===== config.mk =====
export PLATFORM = sky130hd
export DESIGN_NAME = alu_pipe_hs
export DESIGN_NICKNAME = d
export VERILOG_FILES = /design/src/rtl/alu_pipe_hs.sv
export SDC_FILE = /design/constraint.sdc
export NUM_CORES = 1
export LEC_CHECK = 0
export CAP_MARGIN = 20
export CORE_ASPECT_RATIO = 0.75
export CORE_MARGIN = 2
export CORE_UTILIZATION = 60
export DETAILED_ROUTE_END_ITERATION = 16
export PLACE_DENSITY = 0.82
export SYNTH_ARGS = -nofsm -noshare
export SYNTH_HDL_FRONTEND = slang
export SYNTH_SLANG_ARGS = --single-unit
export TNS_END_PERCENT = 5

===== constraint.sdc =====
create_clock -name clk -period 7.7 [get_ports clk]
set_input_delay 1.155 -clock clk [delete_from_list [all_inputs] [get_ports clk]]
set_output_delay 1.155 -clock clk [all_outputs]
set_load 0.01 [all_outputs]

===== src/rtl/alu_pipe_hs.sv =====
// Pipelined ALU with valid/ready handshake, per-stage backpressure and flush.
// Stage 0 registers the ALU result and flags; later stages only carry them toward writeback.

module alu_pipe_hs_stage #(
  parameter int DW = 8
) (
  input  logic          clk,
  input  logic          reset,
  input  logic          flush,
  input  logic          load,
  input  logic          vin,
  input  logic [DW-1:0] din,
  output logic          vq,
  output logic [DW-1:0] dq
);
  always_ff @(posedge clk or posedge reset) begin
    if (reset) begin
      vq <= 1'b0;
      dq <= '0;
    end else begin
      if (flush)     vq <= 1'b0;
      else if (load) vq <= vin;
      // Data moves only with a valid entry, so stalled or idle outputs stay put.
      if (load && vin) dq <= din;
    end
  end
endmodule

module alu_pipe_hs #(
  parameter  int WIDTH  = 32,
  parameter  int STAGES = 3,
  localparam int SHW    = $clog2(WIDTH)
) (
  input  logic             clk,
  input  logic             reset,
  input  logic             flush,
  input  logic             in_valid,
  output logic             in_ready,
  input  logic [WIDTH-1:0] operand_a,
  input  logic [WIDTH-1:0] operand_b,
  input  logic [4:0]       alu_op,
  output logic             out_valid,
  input  logic             out_ready,
  output logic [WIDTH-1:0] result,
  output logic             zero,
  output logic             carry,
  output logic             overflow,
  output logic             negative,
  output logic             illegal
);
  localparam int DW = WIDTH + 5;

  typedef enum logic [4:0] {
    OP_ADD  = 5'd0,  OP_SUB  = 5'd1,  OP_AND  = 5'd2,  OP_OR   = 5'd3,
    OP_XOR  = 5'd4,  OP_SLT  = 5'd5,  OP_SLL  = 5'd6,  OP_SRL  = 5'd7,
    OP_SRA  = 5'd8,  OP_NOR  = 5'd9,  OP_SGE  = 5'd10, OP_SLTU = 5'd11,
    OP_SGEU = 5'd12
  } op_e;

  logic [WIDTH:0]   sum, dif;
  logic [WIDTH-1:0] res;
  logic [SHW-1:0]   shamt;
  logic             c, ov, ill, slt, sltu, sa;

  assign shamt = operand_b[SHW-1:0];
  assign sa    = operand_a[WIDTH-1];
  assign slt   = $signed(operand_a) < $signed(operand_b);
  assign sltu  = operand_a < operand_b;

  always_comb begin
    sum = {1'b0, operand_a} + {1'b0, operand_b};
    dif = {1'b0, operand_a} + {1'b0, ~operand_b} + {{WIDTH{1'b0}}, 1'b1};
    res = '0;
    c   = 1'b0;
    ov  = 1'b0;
    ill = 1'b0;
    case (alu_op)
      OP_ADD: begin
        res = sum[WIDTH-1:0];
        c   = sum[WIDTH];
        ov  = (sa == operand_b[WIDTH-1]) && (sum[WIDTH-1] != sa);
      end
      OP_SUB: begin
        res = dif[WIDTH-1:0];
        c   = dif[WIDTH];
        ov  = (sa != operand_b[WIDTH-1]) && (dif[WIDTH-1] != sa);
      end
      OP_AND:  res = operand_a & operand_b;
      OP_OR:   res = operand_a | operand_b;
      OP_XOR:  res = operand_a ^ operand_b;
      OP_NOR:  res = ~(operand_a | operand_b);
      OP_SLT:  res = {{(WIDTH-1){1'b0}}, slt};
      OP_SGE:  res = {{(WIDTH-1){1'b0}}, ~slt};
      OP_SLTU: res = {{(WIDTH-1){1'b0}}, sltu};
      OP_SGEU: res = {{(WIDTH-1){1'b0}}, ~sltu};
      OP_SLL:  res = operand_a << shamt;
      OP_SRL:  res = operand_a >> shamt;
      OP_SRA:  res = $signed(operand_a) >>> shamt;
      default: ill = 1'b1;
    endcase
  end

  logic [DW-1:0] din;
  assign din = {ill, res[WIDTH-1], ov, c, (res == '0), res};

  logic [STAGES-1:0]         vld_pipe, load, sin_v;
  logic [STAGES-1:0][DW-1:0] dat_pipe, sin_d;
  logic                      accept;

  // Ready ripples back from the output; an empty stage always loads so bubbles collapse.
  always_comb begin
    logic nxt;
    nxt  = out_ready;
    load = '0;
    for (int i = STAGES - 1; i >= 0; i--) begin
      load[i] = !vld_pipe[i] || nxt;
      nxt     = load[i];
    end
  end

  assign in_ready = load[0] && !flush && !reset;
  assign accept   = in_valid && in_ready;

  for (genvar i = 0; i < STAGES; i++) begin : g_stage
    if (i == 0) begin : g_head
      assign sin_v[i] = accept;
      assign sin_d[i] = din;
    end else begin : g_body
      assign sin_v[i] = vld_pipe[i-1];
      assign sin_d[i] = dat_pipe[i-1];
    end
    alu_pipe_hs_stage #(.DW(DW)) u_stage (
      .clk   (clk),
      .reset (reset),
      .flush (flush),
      .load  (load[i]),
      .vin   (sin_v[i]),
      .din   (sin_d[i]),
      .vq    (vld_pipe[i]),
      .dq    (dat_pipe[i])
    );
  end

  assign out_valid = vld_pipe[STAGES-1];
  assign {illegal, negative, overflow, carry, zero, result} = dat_pipe[STAGES-1];

endmodule


# Word level (Yosys, flattened, before mapping)
# Index checks and enable logic that the tools add are counted.
[classes]
addsub = 3
magnitude_cmp = 2
eq_ne = 16
shift = 3
n_mux = 10
bitwise = 7
n_reduce_logical = 22
[ops]
columns = ["operator", "count"]
rows = [
  ["32-bit case mux with 13 select lines", 1],
  ["32-bit by 32-bit adder with 33-bit output", 2],
  ["32-bit < comparator", 2],
  ["32-bit inverter", 2],
  ["33-bit by 1-bit adder with 33-bit output (second input constant)", 1],
  ["32-bit bitwise AND", 1],
  ["32-bit logical NOT", 1],
  ["32-bit OR", 1],
  ["32-bit by 5-bit << shifter with 32-bit output", 1],
  ["32-bit by 5-bit >> shifter with 32-bit output", 1],
  ["32-bit by 5-bit >>> shifter with 32-bit output", 1],
  ["32-bit bitwise XOR", 1],
  ["5-bit by 4-bit equality test with 1-bit output (second input constant)", 5],
  ["5-bit by 3-bit equality test with 1-bit output (second input constant)", 4],
  ["13-bit OR reduction", 1],
  ["5-bit by 2-bit equality test with 1-bit output (second input constant)", 2],
  ["1-bit logical AND", 8],
  ["1-bit 2-to-1 mux", 7],
  ["2-bit nonzero test", 3],
  ["5-bit by 1-bit equality test with 1-bit output (second input constant)", 1],
  ["1-bit logical NOT", 5],
  ["5-bit logical NOT", 1],
  ["1-bit case mux with 2 select lines", 2],
  ["1-bit logical OR", 3],
  ["other kinds (3)", 6],
]
[word_totals]
regBits = 114
inputBits = 74
output_inout_bits = 39
wordCells = 69

# Longest topological paths before layout
# Gate-level depths: netlist (run 1).
[depth]
word_depth = 9
depth_mapped = 19

# Hierarchy
# Synthesis (run 1) repeated with hierarchy kept, for this count alone.
[unflattened]
cells_unflattened = 1822
hier_area_um2 = 15592.5
[by_module_without_submodules]
columns = ["mod", "n_inst", "cells_each", "area_each_um2"]
rows = [
  ["alu_pipe_hs", 1, 1573, 11103.1],
  ["alu_pipe_hs_stage", 3, 83, 1496.4],
]

# Worst setup path after synthesis (run 1)
# OpenSTA, ideal clock, no wires.
[synth_timing]
path_kind = "input port to flip-flop"
startpoint = "input port operand_b[3]"
endpoint = "register g_stage[0].u_stage.dq[32]"
arrival_ps = 5197
setup_slack_ps = 2426
cell_stages = 19
n_path_buf = 6
path_cell_list = "buf_2 -> buf_4 -> inv_1 -> buf_2 -> buf_1 -> buf_1 -> ha_1 -> buf_2 -> a21oi_1 -> a21oi_1 -> nor2_1 -> o221a_2 -> a31oi_1 -> or4_1 -> or4_1 -> nor3_1 -> and4_1 -> nand4_1 -> o21ai_1"
[synth_via]
elab_chain_len = 5
[synth_lines]
columns = ["element", "line_no", "text"]
rows = [
  ["from (decl)", "40", "input logic [WIDTH-1:0] operand_b,"],
  ["32-bit inverter", "72", "dif = {1'b0, operand_a} + {1'b0, ~operand_b} + {{WIDTH{1'b0}}, 1'b1};"],
  ["32-bit by 32-bit adder with 33-bit output", "72", ""],
  ["33-bit by 1-bit adder with 33-bit output", "72", ""],
  ["32-bit case mux with 13 select lines (*)", "77", "case (alu_op)"],
  ["32-bit logical NOT (*)", "104", "assign din = {ill, res[WIDTH-1], ov, c, (res == '0), res};"],
  ["to (signal assigned)", "24", "if (load && vin) dq <= din;"],
  ["to (decl)", "14", "output logic [DW-1:0] dq"],
]
# Mark *: on every way between the ends. The rest lies on a longest branch, timed or not.
# A chain may end at the register's enable or synchronous reset.

# Worst setup path after layout (run 1)
[layout_timing]
startpoint = "input port operand_b[4]"
endpoint = "register g_stage[0].u_stage.dq[32]"
# Same word-level chain as after synthesis.

==> metrics.txt, run 1 <==
status=complete, no violations; Min Hold Slack=487 ps; Unique masters post-synth=80; Clock Path Buffers=2; Final HPWL DP=45100 microns; hold path depth=1; reg2reg setup slack=4200 ps; asr flop ratio synth=100%; power per cell area=137 nW/um^2; initial DRC count=3011; reg2reg start=g_stage[2].u_stage.vq$_DFFE_PP0P_; Worst Max-Slew Pin Slew=1170 ps; CP Capture Type=register; Endpoint, Worst Hold=g_stage[0].u_stage.dq[19]$_DFFE_PP0P_; vias in the first global route=14.5k; commonest cells in the netlist=182 x nand2_1, 139 x nor2_1, 126 x a21oi_1, 111 x dfrtp_1; most numerous cell in the Yosys netlist=nand2_1; Synth Flop Type=dfrtp_1; Layout Utilization=66.1%; period utilisation layout=76.2%; Placed Cells=2067; P_leak=6.86 nW; Setup Fix Bufs, Post-CTS=0; total grt overflow=0; Fill cells=2027; CTS clk-pin slew, worst paths=70 ps; max-cap violations=0; initial core utilization=60.9%; Hold Fails Final Rpt=0; Slew Limit Headroom=21.4%; Final Critical Period=5870 ps; Die Ht=139 microns; pre-CTS WS=1650 ps; post_cts resized=0; Detailed Routing Iterations Pass 1=8; Worst Path Required=7980 ps; global-route wire length before repair=89500 microns; yosys synthesis warning count=0; Synth Instances=1791; met1 Use GR=65.0%; Routed WL=59400 microns; Vias per Instance=7.49; Seq/Total Area, Yosys=19.1%; num ports=113; Crit path arrival time=6140 ps; GP Congestion=1.12; Port Buffers=112; busiest grt layer=met2; die footprint=25500 sq um; dominant cell type by area after synthesis=dfrtp_1; area delta synth->final=8.65%; clk_lat worst skew=360 ps; TritonCTS buffer count=9; DP Area=15500 sq um; final setup TNS=0 ps; critical-path maximum fanout=10; Synth area leaders=dfrtp_1 19%, ha_1 9.0%, mux2_2 8.1%, mux4_2 7.1%, mux2i_1 5.0%; met3 Resource Use GR=13.8%; post-route cell area=15800 sq um; TritonCTS Sinks=111; syn nets=1972; top-area cell type share of the netlist area=19.1%; htree depth=3; Hold Buf Count CTS=0; CTS tree=yes; Vias=15.6k; DRT antenna net count=0; Post-Route Skew=9.51 ps; r2r endpoint=g_stage[0].u_stage.dq[32]$_DFFE_PP0P_; Core ar.=23900 sq um; Tot Pwr=2.16 mW; GRT Util Overall=45.9%; Die W=184 microns; RSZ-0062 raised after global routing=no; nets=1953; initial antenna violation count=1; Worst Reg-to-Reg Cells=12; Root Buffer=clkbuf_16; Routed WL per cell=28.5 microns; fin. max-slew vios=0; crit start category=input pin; FP Rows=49; #FFs+latches synth=111; post-route insts no fill=2083; highest clock rate=170 MHz; final setup violation count=0; Synth Area per Inst=8.13 sq um; final worst slack=1830 ps; number of flops mapped to enable cells by yosys=0; crit path kind=input pin to register; Post-route DRC=0; layout cells sized above 1=13.9%; HP Class=register to register; global routing usage on met2=66.6%; Max VDD drop=0.000144 V; pin count of the biggest net entering global routing=72; cell area after synthesis=14600 sq um; hold_sp=g_stage[0].u_stage.dq[19]$_DFFE_PP0P_
-- cell families after synthesis --
kind of cell	Yosys count	share of synthesized area [%]
multiplexers	224	20.3
adder cells (fa/ha/maj)	107	9.30
flip-flops	111	19.1
XOR/XNOR	12	0.722
buffers and inverters	276	8.35
AND/OR/NAND/NOR	526	16.9
AO/OA/AOI/OAI	535	25.4
-- registers in the layout, indices dropped and copies added (netlist names) --
name and flops:
g_stage.u_stage.vq 3, g_stage.u_stage.dq 108
-- critical path, stage by stage --
cell and delay, ps:
clkdlybuf4s50_1 510, clkinv_1 410, ha_1 690, inv_1 140, a221oi_1 590, a21oi_2 170
a211oi_2 610, a2111oi_4 200, o41ai_1 520, mux2i_1 250, nand3_1 150, nor4_1 400
nand4_1 170, o21ai_1 160
-- report_power, final --
part           internal, mW  total, mW  switching [mW]
logic                 0.395      0.985           0.589
registers             0.660      0.705          0.0453
clock network         0.253      0.471           0.217
total                  1.31       2.16           0.852
-- per-layer routing --
layer  wire (microns)  share of wire (%)
met1            22600                 38
met2            24400                 41
met3             9600                 16
met4             2830                4.8
met5                0                  0
-- worst max-delay path by stage --
stage / from / to / slack, ps / depth (start not counted)
6_report: operand_b[4] / g_stage[0].u_stage.dq[32]$_DFFE_PP0P_ / 1830 / 14
2_1_floorplan: operand_b[3] / g_stage[0].u_stage.dq[32]$_DFFE_PP0P_ / 2430 / 19
3_5_place_dp: operand_b[4] / g_stage[0].u_stage.dq[32]$_DFFE_PP0P_ / 1650 / 14
5_1_grt: operand_a[11] / g_stage[0].u_stage.dq[32]$_DFFE_PP0P_ / 1690 / 14
4_1_cts: operand_b[4] / g_stage[0].u_stage.dq[32]$_DFFE_PP0P_ / 2010 / 14
3_3_place_gp: operand_b[4] / g_stage[0].u_stage.dq[32]$_DFFE_PP0P_ / 1770 / 14
-- layout make-up --
cell class	count	area, sq um	area share, %
Tap cell	306	383	2.42
Timing Repair Buffer	151	1400	8.84
Sequential cell	111	2780	17.6
Clock inverter	6	71.3	0.451
Antenna cell	1	2.50	0.0158
Inverter	95	359	2.27
Multi-Input combinational cell	1404	10600	67.0
Clock buffer	9	225	1.42
-- cell usage in the layout (no fill, tap or decap), types with 37 or more instances in the layout --
cell type	netlist	final
nand2_1	182	182
nor2_1	139	136
clkdlybuf4s50_1	0	108
ha_1	105	105
mux2_2	105	105
mux4_2	46	46
nand3_1	37	37
a21oi_1	126	126
inv_1	92	91
buf_4	35	41
mux2i_1	73	73
o21ai_0	94	94
dfrtp_1	111	111
(Power assumes the default switching activity.)
==> run 2: changes to the inputs <==
==> constraint.sdc (replaced) <==
create_clock -name clk -period 6 [get_ports clk]
set_input_delay 0.9 -clock clk [delete_from_list [all_inputs] [get_ports clk]]
set_output_delay 0.9 -clock clk [all_outputs]
set_load 0.01 [all_outputs]
==> metrics.txt, run 2 (synthesis gave the netlist of run 1 again) <==
status=complete, no violations; Post-route DRC=0 (unchanged); Post-Route Skew=7.02 ps (-2.49 ps); Comb power frac=45.2% (-0.4 points); TritonCTS Sinks=111 (unchanged); initial core utilization=60.9% (unchanged); clk_lat worst skew=360 ps (about the same); Detailed Routing Iterations Pass 1=6 (-2); num ports=113 (unchanged); crit path kind=input pin to register; CP Cell Sequence=clkdlybuf4s50_1 > inv_1 > ha_1 > or3_1 > or4_1 > a21oi_2 > a211oi_2 > a2111oi_4 > or2_2 > a21oi_1 > a2111oi_0 > o21bai_1 > nand2_1 > o21ai_1; Worst Max-Slew Pin Slew=1090 ps (-81.3 ps); initial DRC count=2943 (-2.3%); Final Critical Period=5260 ps; Fill cells=1969 (-2.9%); most frequent cells in the layout=182 x nand2_1, 136 x nor2_1, 126 x a21oi_1; HP Class=register to register; cell family with most CP delay=compound AO/OA/AOI/OAI gates; period utilisation layout=87.7%; pre-CTS WS=679 ps (-970 ps); Tot Pwr=2.86 mW (+32%); cell internal pwr=1.74 mW (+33%); Most flops, register=g_stage.u_stage.dq; Hold Buf Count CTS=0 (unchanged); Max VDD drop=0.000193 V (+34%); final setup violation count=0 (unchanged); CP Capture Type=register; Slew Limit Headroom=27.0% (+5.6 points); Worst Reg-to-Reg Cells=11 (-1); Min Hold Slack=498 ps (+11.0 ps); Regs by FF count=g_stage.u_stage.dq x108, g_stage.u_stage.vq x3; Setup Fix Bufs, Post-CTS=0 (unchanged); final setup TNS=0 ps (unchanged); initial antenna violation count=3 (+2); Final HPWL DP=47200 microns (+4.8%); post-route insts no fill=2115 (+1.5%); DP Area=15800 sq um (+1.6%); Core ar.=23900 sq um (unchanged); post_cts resized=0 (unchanged); Layout Utilization=67.3% (+1.2 points); Routed WL per cell=29.2 microns (+2.5%); Crit path arrival time=5550 ps (-590 ps); P_leak=7.03 nW (+2.5%); htree depth=3 (unchanged); FP Rows=49 (unchanged); max reg flops=108 (unchanged); Buf/Inv on CP=2 (-1); Routed WL=61900 microns (+4.1%); most common cell after layout, fill and taps aside=nand2_1; Hold Fails Final Rpt=0 (unchanged); Clock Path Buffers=2 (unchanged); final worst slack=740 ps (-1090 ps); post-route cell area=16100 sq um (+1.8%); highest clock rate=190 MHz; CP max-delay cell=clkdlybuf4s50_1; nets=1984 (+1.6%); CTS clk-pin slew, worst paths=80 ps (about the same); Worst Path Required=6290 ps (-1690 ps); P_sw=1.12 mW (+32%); Port Buffers=112 (unchanged); power per cell area=178 nW/um^2 (+30%); part of the power in the clock network=23.1% (+1.3 points); GP Congestion=1.10 (-1.6%); Placed Cells=2098 (+1.5%); fin. max-slew vios=0 (unchanged); critical-path maximum fanout=12 (+2); Root Buffer=clkbuf_16; area delta synth->final=10.6%; Vias=16.1k (+2.9%); Vias per Instance=7.59 (+1.3%); RSZ-0062 raised after global routing=no; register share of total power=31.7% (-0.9 points); vias in the first global route=14.9k (+3.2%); CTS tree=yes; global-route wire length before repair=92700 microns (+3.5%); critical path depth=14 (unchanged); DRT antenna net count=0 (unchanged); Die W=184 microns (unchanged); crit-path max cell delay=850 ps (+160 ps); switching power share of the total=39.2% (-0.25 points); Die Ht=139 microns (unchanged); pin count of the biggest net entering global routing=79 (+9.7%); die footprint=25500 sq um (unchanged); layout cells sized above 1=15.3% (+1.5 points); GRT Util Overall=47.7% (+1.8 points); TritonCTS buffer count=9 (unchanged); crit start category=input pin; total grt overflow=0 (unchanged); max-cap violations=0 (unchanged); hold path depth=2 (+1)
## run 2: area by class of cell
cell class | instances | area (sq um) | share of cell area, %
diodes | 1 | 2.50 | 0.0155
clock buffers | 9 | 225 | 1.40
clock inverters | 7 | 103 | 0.637
inverters | 95 | 359 | 2.23
multi-input cells | 1404 | 10600 | 65.8
flip-flops and latches | 111 | 2780 | 17.3
well taps | 306 | 383 | 2.38
repair buffers | 182 | 1660 | 10.3
## run 2: routing by layer
layer  part of all wire, %  GRT usage (%)  routed length (microns)  vias up
met5                     0              0                        0        -
met4                   5.6           19.9                     3450        0
met3                    16           14.7                     9650      320
met2                    41           68.5                    25300     1565
met1                    38           66.5                    23400     7515
li1                      -              -                        -     6660
## run 2: path summary, 6_finish.rpt
check | slack, ps | startpoint | to
hold / removal | 500 | g_stage[0].u_stage.dq[3]$_DFFE_PP0P_ | g_stage[0].u_stage.dq[3]$_DFFE_PP0P_
max in group asynchronous | 3810 | reset | g_stage[2].u_stage.dq[3]$_DFFE_PP0P_
min in group asynchronous | 1010 | reset | g_stage[0].u_stage.dq[36]$_DFFE_PP0P_
setup / recovery | 740 | operand_a[8] | g_stage[0].u_stage.dq[32]$_DFFE_PP0P_
setup reg to reg | 2530 | g_stage[2].u_stage.vq$_DFFE_PP0P_ | g_stage[0].u_stage.dq[32]$_DFFE_PP0P_
hold reg to reg | 500 | g_stage[0].u_stage.dq[3]$_DFFE_PP0P_ | g_stage[0].u_stage.dq[3]$_DFFE_PP0P_
## run 2: power groups by stage
stage               Clock, mW  Sequential (mW)  Combinational [mW]
floorplan                   0            0.897               0.821
global placement            0            0.908                1.20
detailed placement          0            0.917                1.23
CTS                     0.662            0.904                1.24
global route            0.695            0.914                1.35
finish                  0.662            0.906                1.29
## run 2: tightest hold or removal path, cell delays in order, from the launching register on
cell	delay, ps
dfrtp_1	350
nand2_1	50
o21ai_0	60
